**src/rtl/odo_pkg.sv**
```systemverilog
// Shared widths, lane geometry and FSM encoding for the Odo S-box word sequencer.
package odo_pkg;

  localparam int ODO_WORD_W = 64;
  localparam int SMALL_W    = 6;
  localparam int LARGE_W    = 10;
  localparam int LANES      = 4;
  localparam int LANE_W     = SMALL_W + LARGE_W;
  localparam int LANE_IDX_W = 2;

  typedef enum logic [1:0] {
    IDLE  = 2'd0,
    ISSUE = 2'd1,
    DRAIN = 2'd2,
    DONE  = 2'd3
  } odo_seq_state_e;

  typedef struct packed {
    logic                  vld;
    logic [LANE_IDX_W-1:0] lane;
  } ret_tag_t;

  // Bit offset of the small-lane field of lane k; the large field follows it.
  function automatic int lane_lsb(input int k);
    return LANE_W * k;
  endfunction

endpackage

```
**src/rtl/odo_sbox_ret_tag.sv**
```systemverilog
// Shift pipe that tags each S-box issue with {valid, lane} so the returning
// ROM data can be steered into the right lane after DEPTH cycles.
module odo_sbox_ret_tag
  import odo_pkg::*;
#(
  parameter int DEPTH = 1
) (
  input  logic                  clk,
  input  logic                  rst_n,
  input  logic                  issue_vld,
  input  logic [LANE_IDX_W-1:0] issue_lane,
  output ret_tag_t              ret
);

  ret_tag_t pipe [DEPTH];

  always_ff @(posedge clk or negedge rst_n) begin
    if (!rst_n) begin
      for (int i = 0; i < DEPTH; i++) begin
        pipe[i] <= '0;
      end
    end else begin
      pipe[0] <= '{vld: issue_vld, lane: issue_lane};
      for (int i = 1; i < DEPTH; i++) begin
        pipe[i] <= pipe[i-1];
      end
    end
  end

  assign ret = pipe[DEPTH-1];

endmodule

```
**src/rtl/odo_sbox_word_sequencer.sv**
```systemverilog
// Time-shares one small/large S-box ROM pair across a 64-bit Odo word:
// issues four lane pairs, collects tagged returns, presents the substituted word.
module odo_sbox_word_sequencer
  import odo_pkg::*;
#(
  parameter int SBOX_LAT = 1
) (
  input  logic                  clk,
  input  logic                  rst_n,
  input  logic                  in_valid,
  output logic                  in_ready,
  input  logic [ODO_WORD_W-1:0] word_in,
  output logic [SMALL_W-1:0]    small_in,
  input  logic [SMALL_W-1:0]    small_out,
  output logic [LARGE_W-1:0]    large_in,
  input  logic [LARGE_W-1:0]    large_out,
  output logic                  out_valid,
  input  logic                  out_ready,
  output logic [ODO_WORD_W-1:0] word_out
);

  localparam logic [LANE_IDX_W-1:0] LAST_LANE = LANE_IDX_W'(LANES - 1);

  odo_seq_state_e        state, state_nxt;
  logic [ODO_WORD_W-1:0] word_q;
  logic [ODO_WORD_W-1:0] result_q;
  logic [LANE_IDX_W-1:0] cnt_q;
  logic [SMALL_W-1:0]    small_hold;
  logic [LARGE_W-1:0]    large_hold;
  logic [SMALL_W-1:0]    small_sel;
  logic [LARGE_W-1:0]    large_sel;
  logic                  accept;
  logic                  issue;
  ret_tag_t              ret;

  assign accept    = (state == IDLE) && in_valid;
  assign issue     = (state == ISSUE);
  assign small_sel = word_q[lane_lsb(int'(cnt_q)) +: SMALL_W];
  assign large_sel = word_q[lane_lsb(int'(cnt_q)) + SMALL_W +: LARGE_W];

  always_ff @(posedge clk or negedge rst_n) begin
    if (!rst_n) begin
      state <= IDLE;
    end else begin
      state <= state_nxt;
    end
  end

  always_comb begin
    state_nxt = state;
    case (state)
      IDLE:    if (in_valid)                             state_nxt = ISSUE;
      ISSUE:   if (cnt_q == LAST_LANE)                   state_nxt = DRAIN;
      DRAIN:   if (ret.vld && (ret.lane == LAST_LANE))   state_nxt = DONE;
      DONE:    if (out_ready)                            state_nxt = IDLE;
      default:                                           state_nxt = IDLE;
    endcase
  end

  always_comb begin
    in_ready  = (state == IDLE);
    out_valid = (state == DONE);
    small_in  = small_hold;
    large_in  = large_hold;
    if (issue) begin
      small_in = small_sel;
      large_in = large_sel;
    end
  end

  always_ff @(posedge clk or negedge rst_n) begin
    if (!rst_n) begin
      word_q <= '0;
      cnt_q  <= '0;
    end else if (accept) begin
      word_q <= word_in;
      cnt_q  <= '0;
    end else if (issue) begin
      cnt_q <= cnt_q + 1'b1;
    end
  end

  // Address bus keeps the last issued lane so the ROM inputs stay quiet between words.
  always_ff @(posedge clk or negedge rst_n) begin
    if (!rst_n) begin
      small_hold <= '0;
      large_hold <= '0;
    end else if (issue) begin
      small_hold <= small_sel;
      large_hold <= large_sel;
    end
  end

  odo_sbox_ret_tag #(
    .DEPTH (SBOX_LAT)
  ) u_ret_tag (
    .clk        (clk),
    .rst_n      (rst_n),
    .issue_vld  (issue),
    .issue_lane (cnt_q),
    .ret        (ret)
  );

  // Untagged ROM data (idle cycles, returns of a word aborted by reset) never lands here.
  always_ff @(posedge clk or negedge rst_n) begin
    if (!rst_n) begin
      result_q <= '0;
    end else if (ret.vld) begin
      result_q[lane_lsb(int'(ret.lane)) +: SMALL_W]           <= small_out;
      result_q[lane_lsb(int'(ret.lane)) + SMALL_W +: LARGE_W] <= large_out;
    end
  end

  assign word_out = result_q;

endmodule

```
**config.mk**
```make
export PLATFORM = sky130hd
export DESIGN_NAME = odo_sbox_word_sequencer
export DESIGN_NICKNAME = d
export VERILOG_FILES = /design/src/rtl/odo_pkg.sv /design/src/rtl/odo_sbox_ret_tag.sv /design/src/rtl/odo_sbox_word_sequencer.sv
export SDC_FILE = /design/constraint.sdc
export NUM_CORES = 1
export LEC_CHECK = 0
export ABC_AREA = 1
export BUFFER_PORTS_ARGS = -buffer_cell sky130_fd_sc_hd__buf_2
export CAP_MARGIN = 10
export CORE_MARGIN = 3
export CORE_UTILIZATION = 30
export CTS_CLUSTER_DIAMETER = 60
export DETAILED_ROUTE_END_ITERATION = 8
export PLACE_DENSITY = 0.48
export SLEW_MARGIN = 40
export SYNTH_ARGS = -nofsm -noshare
export SYNTH_HDL_FRONTEND = slang
export SYNTH_HIERARCHICAL = 1
export SYNTH_SLANG_ARGS = --single-unit
```
**constraint.sdc**
```tcl
create_clock -name clk -period 2.16 [get_ports clk]
set_input_delay 0.432 -clock clk [delete_from_list [all_inputs] [get_ports clk]]
set_output_delay 0.432 -clock clk [all_outputs]
set_load 0.02 [all_outputs]
```
=== After elaboration in Yosys (flattened, before gate mapping) ===
Cells that the tools add are included.

* Output and inout port bits: 82
* Bits of input ports: 84
* Register bits after elaboration: 151
* Logic and storage cells: 44

* Mux-type cells: 11
* Eq/ne operators: 9
* Shift operators: 6
* Reduce and logical (&&, ||, !) cells: 5
* Add/sub/neg operators: 5

{| class="wikitable"
|+ Operators by type and width
! kind !! number
|-
| bitwise mux 64 bit || 2
|-
| variable shift 10 x 33 -> 64 bit (first input constant) || 1
|-
| variable shift 6 x 33 -> 64 bit (first input constant) || 1
|-
| variable part select 10 x 33 -> 64 bit || 1
|-
| variable part select 6 x 33 -> 64 bit || 1
|-
| variable part select 64 x 7 -> 6 bit || 1
|-
| variable part select 64 x 8 -> 10 bit || 1
|-
| negation 6 -> 33 bit || 1
|-
| negation 7 -> 33 bit || 1
|-
| adder 6 x 3 -> 7 bit (second input constant) || 2
|-
| two-way mux 2 bit || 6
|-
| two-way mux 10 bit || 1
|-
| == test 2 bit (second input constant) || 4
|-
| one-hot mux 2 bit (4 select lines) || 1
|-
| two-way mux 6 bit || 1
|-
| != test 2 bit (second input constant) || 3
|-
| AND reduction 4 bit || 1
|-
| adder 2 x 1 -> 2 bit (second input constant) || 1
|-
| == test 2 x 1 -> 1 bit (second input constant) || 1
|-
| logical AND 1 bit || 2
|-
| logical NOT 2 bit || 1
|-
| != test 2 x 1 -> 1 bit (second input constant) || 1
|-
| nonzero test 2 bit || 1
|}

=== Longest topological paths before layout ===
Gate-level depths: netlist of the first run.

* Word-level depth: 4
* Mapped depth: 8
* Mapped depth without buffers: 7

=== Cells and area by module ===
The synthesis of the first run kept the hierarchy.

{| class="wikitable"
|+ By module, submodules not included
! module !! area an instance (sq um) !! instances !! cells each !! sequential area each (sq um)
|-
| odo_sbox_word_sequencer || 6716.4 || 1 || 803 || 3703.6
|-
| odo_sbox_ret_tag || 75.1 || 1 || 3 || 75.1
|}

=== Worst setup path after synthesis of the first run ===
Ideal clock, no wire load.

* Kind: register to output
* From: register state[1]
* To: output large_in[4]
* Setup slack: 0.484 ns
* Path buffers: 1
* Data required time: 1.728 ns
* Stages on the path, launching flop included: 7
* Arrival time: 1.244 ns
* Cells stage by stage: dfrtp_1 -> inv_1 -> ha_1 -> clkinv_1 -> clkbuf_1 -> nand2_1 -> nand2_1

* Cells in the longest elaborated chain, start to end: 2

{| class="wikitable"
|+ Ends and longest elaborated chain
! element !! line !! text
|-
| start: declaration || odo_sbox_word_sequencer.sv:24 || <nowiki>odo_seq_state_e state, state_nxt;</nowiki>
|-
| start signal: assignment || odo_sbox_word_sequencer.sv:45 || <nowiki>state <= state_nxt;</nowiki>
|-
| == test 2 x 1 -> 1 bit || odo_sbox_word_sequencer.sv:37 || <nowiki>assign issue = (state == ISSUE);</nowiki>
|-
| via issue || odo_sbox_word_sequencer.sv:33 || <nowiki>logic issue;</nowiki>
|-
| two-way mux 10 bit || odo_sbox_word_sequencer.sv:65 || <nowiki>if (issue) begin</nowiki>
|-
| end: declaration || odo_sbox_word_sequencer.sv:15 || <nowiki>output logic [LARGE_W-1:0] large_in,</nowiki>
|}

The timed path passes the listed nets, and every way through them passes these cells.

=== Worst setup path after layout of the first run ===
* From: register cnt_q[0]
* To: output large_in[4]

* Cells in the longest elaborated chain, start to end: 3

{| class="wikitable"
|+ Ends and longest elaborated chain
! element !! line !! text
|-
| start: declaration || odo_sbox_word_sequencer.sv:27 || <nowiki>logic [LANE_IDX_W-1:0] cnt_q;</nowiki>
|-
| start signal: assignment || odo_sbox_word_sequencer.sv:79 || <nowiki>cnt_q <= cnt_q + 1'b1;</nowiki>
|-
| adder 6 x 3 -> 7 bit || odo_sbox_word_sequencer.sv:39 || <nowiki>assign large_sel = word_q[lane_lsb(int'(cnt_q)) + SMALL_W +: LARGE_W];</nowiki>
|-
| variable part select 64 x 8 -> 10 bit || odo_sbox_word_sequencer.sv:39 ||
|-
| two-way mux 10 bit || odo_sbox_word_sequencer.sv:65 ||
|}

No other way between the ends.

==> run_results.csv, run 1 <==
group,metric,value,unit
timing,final.setup_skew,0.0265,ns
floorplan,start_util,30.8,%
final_layout,drive_above_1_share,24.7,%
worst_setup_path,critPathMaxStageDelay,0.42,ns
min_path,min_path_cells,3,
global_route,grt_max_degree,65,
cts,clock-sinks,151,
worst_setup_path,cp_cell_sequence,"clkinv_4 -> buf_4 -> nand2_1 -> nand3_2 -> nand2_2 -> nand2_1 -> nand2_1 -> buf_4",
timing,slew_violations,0,
timing,setup_violations,0,
cts,cts_max_path_buffers,2,
synth,yosysSeqAreaShare,55.6,%
synth,syn_inst,806,
detailed_routing,postRouteWirelength,19.3,mm
final_layout,syn_to_final_growth,26.8,%
job,timing.max_cap.violations,0,
timing,tns,0,ns
worst_setup_path,end_kind,"primary output",
floorplan,rows,54,
timing,hold_viol,0,
final_layout,final_core_util,39.1,%
place,dp_cells,1228,
timing,tightest_slew,0.419,ns
timing,rsz0062_at_grt,"true",
synth,synth_warnings,6,
detailed_routing,drt_iter0_markers,235,
place,hpwl,13.6,mm
floorplan,die_width,156,um
min_path,min_from,"word_in[60]",
worst_setup_path,crit_type,"flip-flop to primary output",
floorplan,die-area,24500,um2
timing,finalCriticalPeriod,2.10,ns
global_route,grt_usage,16.0,%
detailed_routing,via_count,5696,
floorplan,fp.dieH,156,um
global_route,antenna_found_initial,1,
synth,syn_nets,903,
status,status,"completed",
worst_setup_path,r2r_slack,0.30,ns
worst_setup_path,slowest_stage,"dfrtp_2",
cts,cts_tree,"done",
floorplan,io_pins,166,
min_path,whs_endpoint,"word_q[60]$_DFFE_PN0P_",
worst_setup_path,rr_endpoint,"word_q[54]$_DFFE_PN0P_",
worst_setup_path,reg2reg_from,"state[0]$_DFFE_PN0P_",
detailed_routing,wl_per_cell,15.3,um
cts,path_clk_slew,0.07,ns
detailed_routing,drc,0,
synth,synth_seq_cells,151,
cts,clk_latency,0.43,ns
power_and_ir_drop,leakagePower,4.44,nW
cts,cts_made_buffers,17,
final_layout,fin_cells,1264,
worst_setup_path,critPathLaunchType,"flip-flop",
worst_setup_path,r2r_cells,7,
place,portBuffers,165,
final_layout,finalNetCount,1068,
synth,synth.distinct_cells,21,
global_route,overflow,0,
timing,whs,0.205,ns
min_path,hp-class,"input port to flip-flop",
timing,max_slew_margin,72.0,%
timing,max_freq,0.477,GHz
detailed_routing,antenna_left,0,
worst_setup_path,arrival,1.66,ns
worst_setup_path,path_max_fanout,8,
detailed_routing,viasPerCell,4.51,
power_and_ir_drop,irDropWorstVdd,0.875,mV
cts,cts_root_buf,"clkbuf_16",
synth,avgSynthCellArea,8.43,um2
final_layout,final_cell_area,8610,um2
timing,fin_crit_sh,97.0,%
worst_setup_path,cp.required,1.73,ns
detailed_routing,drt_pass1_iterations,4,
place,gp_congestion,0.748,
final_layout,diodes,0,
worst_setup_path,crit_path_frequent_cell,"nand2_1",
synth,syn_area,6790,um2
global_route,grt_pass1_wl,30.7,mm
power_and_ir_drop,power_density,1600,nW/um2
global_route,grt_pass1_vias,5711,
floorplan,core,22000,um2
cts,h-tree-depth,4,
place,place_area,7860,um2
==> area by class of cell <==
type / instances / area [um2]
Multi-Input combinational cell: 532 / 2450
Clock inverter: 13 / 111
Sequential cell: 151 / 3780
Tap cell: 280 / 350
Timing Repair Buffer: 184 / 1120
Fill cell: 2337 / 13400
Clock buffer: 19 / 453
Inverter: 85 / 338
==> metrics by stage <==
step	total power [W]	setup WS, ns
2_1_floorplan	0.00875	0.484
3_3_place_gp	0.0106	0.168
3_5_place_dp	0.0107	0.152
4_1_cts	0.0137	0.0122
5_1_grt	0.0150	-0.0341
6_report	0.0138	0.0643
==> sequential cells by signal (all words and copies together), names as in the netlist <==
signal / flops
u_ret_tag/ret: 3
cnt_q: 2
word_out: 64
word_q: 64
state: 2
small_hold: 6
large_hold: 10
==> critical path: cells and delay by family, from the launching register on <==
family	cells	cell delay, ns
simple gates	5	0.41
flops	1	0.42
buf+inv	3	0.40
==> cell usage after synthesis <==
| master | number | area [um2] |
|---|---|---|
| nand3_1 | 78 | 390 |
| or2_2 | 1 | 6.26 |
| inv_4 | 1 | 6.26 |
| o21ai_2 | 4 | 35.0 |
| clkbuf_8 | 3 | 41.3 |
| nand2_2 | 3 | 18.8 |
| nor2_2 | 1 | 6.26 |
| dfrtp_1 | 151 | 3780 |
| buf_4 | 5 | 37.5 |
| inv_1 | 81 | 304 |
| inv_2 | 2 | 7.51 |
| nor2_1 | 8 | 30.0 |
| o21ai_1 | 4 | 20.0 |
| buf_2 | 17 | 85.1 |
| nand4_1 | 1 | 6.26 |
| clkinv_1 | 1 | 3.75 |
| o21ai_0 | 124 | 621 |
| ha_1 | 13 | 163 |
| clkbuf_1 | 3 | 11.3 |
| buf_6 | 10 | 113 |
| nand2_1 | 295 | 1110 |
==> power breakdown <==
part / leakage (nW) / total [W] / internal [W] / switching, W
Clock: 0.271 / 0.00284 / 0.00156 / 0.00128
Sequential: 1.88 / 0.00473 / 0.00415 / 0.000580
Combinational: 2.28 / 0.00621 / 0.00215 / 0.00405
==> kinds of logic (layout without fill, tap and decap cells) <==
kind of cell / count (synthesis) / count (layout) / share of synthesized area (%)
AO/OA/AOI/OAI: 132 / 132 / 9.95
adder cells (fa/ha/maj): 13 / 13 / 2.40
buffers and inverters: 123 / 301 / 8.97
flip-flops: 151 / 151 / 55.6
AND/OR/NAND/NOR: 387 / 387 / 23.0
==> timing repair <==
item                                    in CTS  in global routing
hold buffers                                 1                  0
resized for setup                            8                 40
endpoints found under the hold margin       20                  0
pin swaps                                    0                  2
buffers inserted                             2                  1
endpoints found under the setup margin      16                 16
==> per-layer routing <==
metal / share of wire [%] / track usage [%] / wire length [um] / up-vias
met5: 0.036 / 0 / 7 / -
met4: 0.58 / 3.75 / 112 / 2
met3: 5.4 / 3.84 / 1040 / 8
met2: 47 / 25.9 / 9160 / 157
met1: 47 / 21.9 / 9000 / 2649
li1: - / - / - / 2880
==> how the worst max path moves through the flow <==
stage / from / endpoint / slack [ns] / cells past startpoint
3_3_place_gp: state[1]$_DFFE_PN0P_ / large_in[7] / 0.17 / 6
5_1_grt: cnt_q[0]$_DFFE_PN0P_ / small_in[4] / -0.03 / 8
2_1_floorplan: state[1]$_DFFE_PN0P_ / large_in[4] / 0.48 / 6
6_report: cnt_q[0]$_DFFE_PN0P_ / large_in[4] / 0.06 / 8
4_1_cts: cnt_q[0]$_DFFE_PN0P_ / large_in[8] / 0.01 / 7
3_5_place_dp: state[1]$_DFFE_PN0P_ / large_in[8] / 0.15 / 6
==> cells in the final DEF (no fill, tap or decap) <==
cell and instances:
buf_8 1, nand2_2 11, o21ai_1 4, nand3_1 75
nor2_1 8, inv_2 1, inv_8 3, clkbuf_8 2
clkinvlp_4 3, dfrtp_2 2, buf_2 150, nand4_1 1
nor2_2 1, o21ai_2 4, o21ai_0 124, inv_6 5
dlygate4sd3_1 1, clkinv_4 4, or2_2 1, ha_1 12
nand3_2 3, clkinv_2 2, nand2_1 287, clkbuf_16 17
buf_12 6, buf_6 9, dfrtp_1 149, inv_1 80
buf_4 17, ha_4 1
Power figures use the tool's default switching activity.
==> inputs of run 2 (changes only) <==
- MAX_ROUTING_LAYER: default -> met4
==> run 2 against run 1 <==
Effect of this change:
- final area is 0.20% higher
- worst hold slack lost 0.00083 ns
- via count rose by 0.75%
- sequential power is essentially flat
- sequential cell count unchanged
- global-route usage grew 0.47 points
- non-clock buffer count is the same
- largest power group unchanged
==> run_results.csv, run 2 (synthesis results as in run 1) <==
group,metric,value,unit
status,status,"completed",
global_route,overflow,0,
power_and_ir_drop,swShare,42.9,%
detailed_routing,postRouteWirelength,19.3,mm
cts,clock-sinks,151,
place,dp_cells,1228,
detailed_routing,via_count,5739,
power_and_ir_drop,p_switching,0.00593,W
timing,rsz0062_at_grt,"true",
cts,path_clk_slew,0.07,ns
final_layout,register_area,3780,um2
timing,hold_viol,0,
cts,cts_root_buf,"clkbuf_16",
timing,setup_violations,0,
worst_setup_path,arrival,1.64,ns
worst_setup_path,critical_path.top_delay_family,"flip-flops",
timing,fin_crit_sh,96.1,%
cts,clk_latency,0.43,ns
min_path,hp-class,"input port to flip-flop",
floorplan,fp.dieH,156,um
worst_setup_path,critPathLaunchType,"flip-flop",
cts,cts_tree,"done",
floorplan,die-area,24500,um2
final_layout,multi_input_area,2450,um2
place,hpwl,13.6,mm
timing,max_freq,0.482,GHz
detailed_routing,drt_iter0_markers,211,
timing,finalCriticalPeriod,2.07,ns
timing,tightest_slew,0.420,ns
floorplan,io_pins,166,
power_and_ir_drop,pwr-share-clk,20.6,%
timing,final.setup_skew,0.0240,ns
timing,whs,0.204,ns
place,portBuffers,165,
floorplan,die_width,156,um
floorplan,core,22000,um2
worst_setup_path,reg2reg_from,"state[0]$_DFFE_PN0P_",
detailed_routing,drc,0,
detailed_routing,wl_per_cell,15.3,um
worst_setup_path,crit_type,"flip-flop to primary output",
worst_setup_path,critPathMaxStageDelay,0.42,ns
global_route,top_usage_layer,"met2",
global_route,grt_pass1_wl,30.7,mm
worst_setup_path,critPathLaunch,"cnt_q[0]$_DFFE_PN0P_",
power_and_ir_drop,power_density,1600,nW/um2
global_route,grt_max_degree,65,
final_layout,fin_cells,1265,
place,gp_congestion,0.758,
global_route,use_met3,3.51,%
global_route,grt_use_met1,22.0,%
global_route,grt_util_met2,25.9,%
cts,cts_made_buffers,17,
power_and_ir_drop,intPower,0.00790,W
worst_setup_path,critPathBufInv,3,
min_path,min_from,"word_in[60]",
worst_setup_path,cp_cell_sequence,"clkinv_4 -> buf_12 -> nand2_1 -> nand3_1 -> nand2_1 -> nand2_1 -> nand2_2 -> buf_6",
power_and_ir_drop,p_comb_share,45.2,%
detailed_routing,drt_pass1_iterations,5,
global_route,antenna_found_initial,1,
global_route,grt_pass1_vias,5699,
detailed_routing,antenna_left,0,
detailed_routing,viasPerCell,4.54,
floorplan,start_util,30.8,%
power_and_ir_drop,leakagePower,4.44,nW
final_layout,finalNetCount,1068,
floorplan,rows,54,
worst_setup_path,path_max_fanout,19,
worst_setup_path,slowest_stage,"dfrtp_2",
worst_setup_path,r2r_slack,0.31,ns
global_route,grt_usage,16.5,%
timing,max_slew_margin,71.9,%
final_layout,drive_above_1_share,24.8,%
final_layout,final_cell_mix,"nand2_1, buf_2, dfrtp_1",
power_and_ir_drop,p_seq_share,34.2,%
worst_setup_path,cp.required,1.73,ns
cts,cts_max_path_buffers,2,
final_layout,final_common_cell,"nand2_1",
power_and_ir_drop,irDropWorstVdd,0.873,mV
final_layout,fillers,2336,
worst_setup_path,crit_path_frequent_cell,"nand2_1",
cts,h-tree-depth,4,
final_layout,syn_to_final_growth,27.0,%
worst_setup_path,end_kind,"primary output",
timing,slew_violations,0,
job,timing.max_cap.violations,0,
## run 2: changes by cell type in the layout (fill, tap and decap cells not counted)
cell     delta
diode_2     +1
buf_4       -4
inv_2       +1
buf_6       +4
inv_1       -1
## run 2: power by group through the flow
stage	combinational [W]	clock, W	sequential, W
final	0.00625	0.00284	0.00473
after global routing	0.00707	0.00306	0.00488
after CTS	0.00600	0.00294	0.00472
after detailed placement	0.00590	0	0.00476
after global placement	0.00586	0	0.00474
after floorplan	0.00344	0	0.00530
## run 2: what timing repair did
item / CTS / global route
hold endpoints to repair: 20 / 0
setup endpoints to repair: 16 / 16
pin swaps: 0 / 2
resized for setup: 8 / 45
hold buffers: 1 / 0
setup buffers: 2 / 1
## run 2: per-stage QoR
step	power [W]	TNS (ns)	area [um2]	util [%]	setup WS, ns
2_1_floorplan	0.00875	0	6790	-	0.484
3_3_place_gp	0.0106	0	7860	35.7	0.168
3_5_place_dp	0.0107	0	7860	35.7	0.152
4_1_cts	0.0137	0	8480	38.5	0.0122
5_1_grt	0.0150	-0.0997	8630	39.2	-0.0341
6_report	0.0138	0	8630	39.2	0.0851
## run 2: path summary, 6_finish.rpt
| kind | endpoint | cells past startpoint |
|---|---|---|
| max | large_in[8] | 8 |
| min | word_q[60]$_DFFE_PN0P_ | 3 |
| max reg2reg | word_q[54]$_DFFE_PN0P_ | 7 |
| min reg2reg | small_hold[2]$_DFF_PN0_ | 2 |
| max in group asynchronous | word_q[15]$_DFFE_PN0P_ | 3 |
| min in group asynchronous | word_out[36]$_DFFE_PN0P_ | 2 |
## run 2: cell type report
cell class | instances | area share [%]
Multi-Input combinational cell | 532 | 28.4
Clock buffer | 19 | 5.25
Sequential cell | 151 | 43.8
Clock inverter | 13 | 1.29
Timing Repair Buffer | 184 | 13.2
Inverter | 85 | 3.92
Antenna cell | 1 | 0.0290
Tap cell | 280 | 4.06
## run 2: worst min-delay path, delay by kind of cell
family / cells / cell delay (ns)
buffers and inverters: 1 / 0.07
and+or+nand+nor: 1 / 0.05
AOI/OAI and AO/OA: 1 / 0.05
## run 2: layer usage
layer  routed length, um  share of wire [%]
met1                9090                 47
met2                9070                 47
met3                1000                5.2
met4                 156               0.81
met5                   0                  0
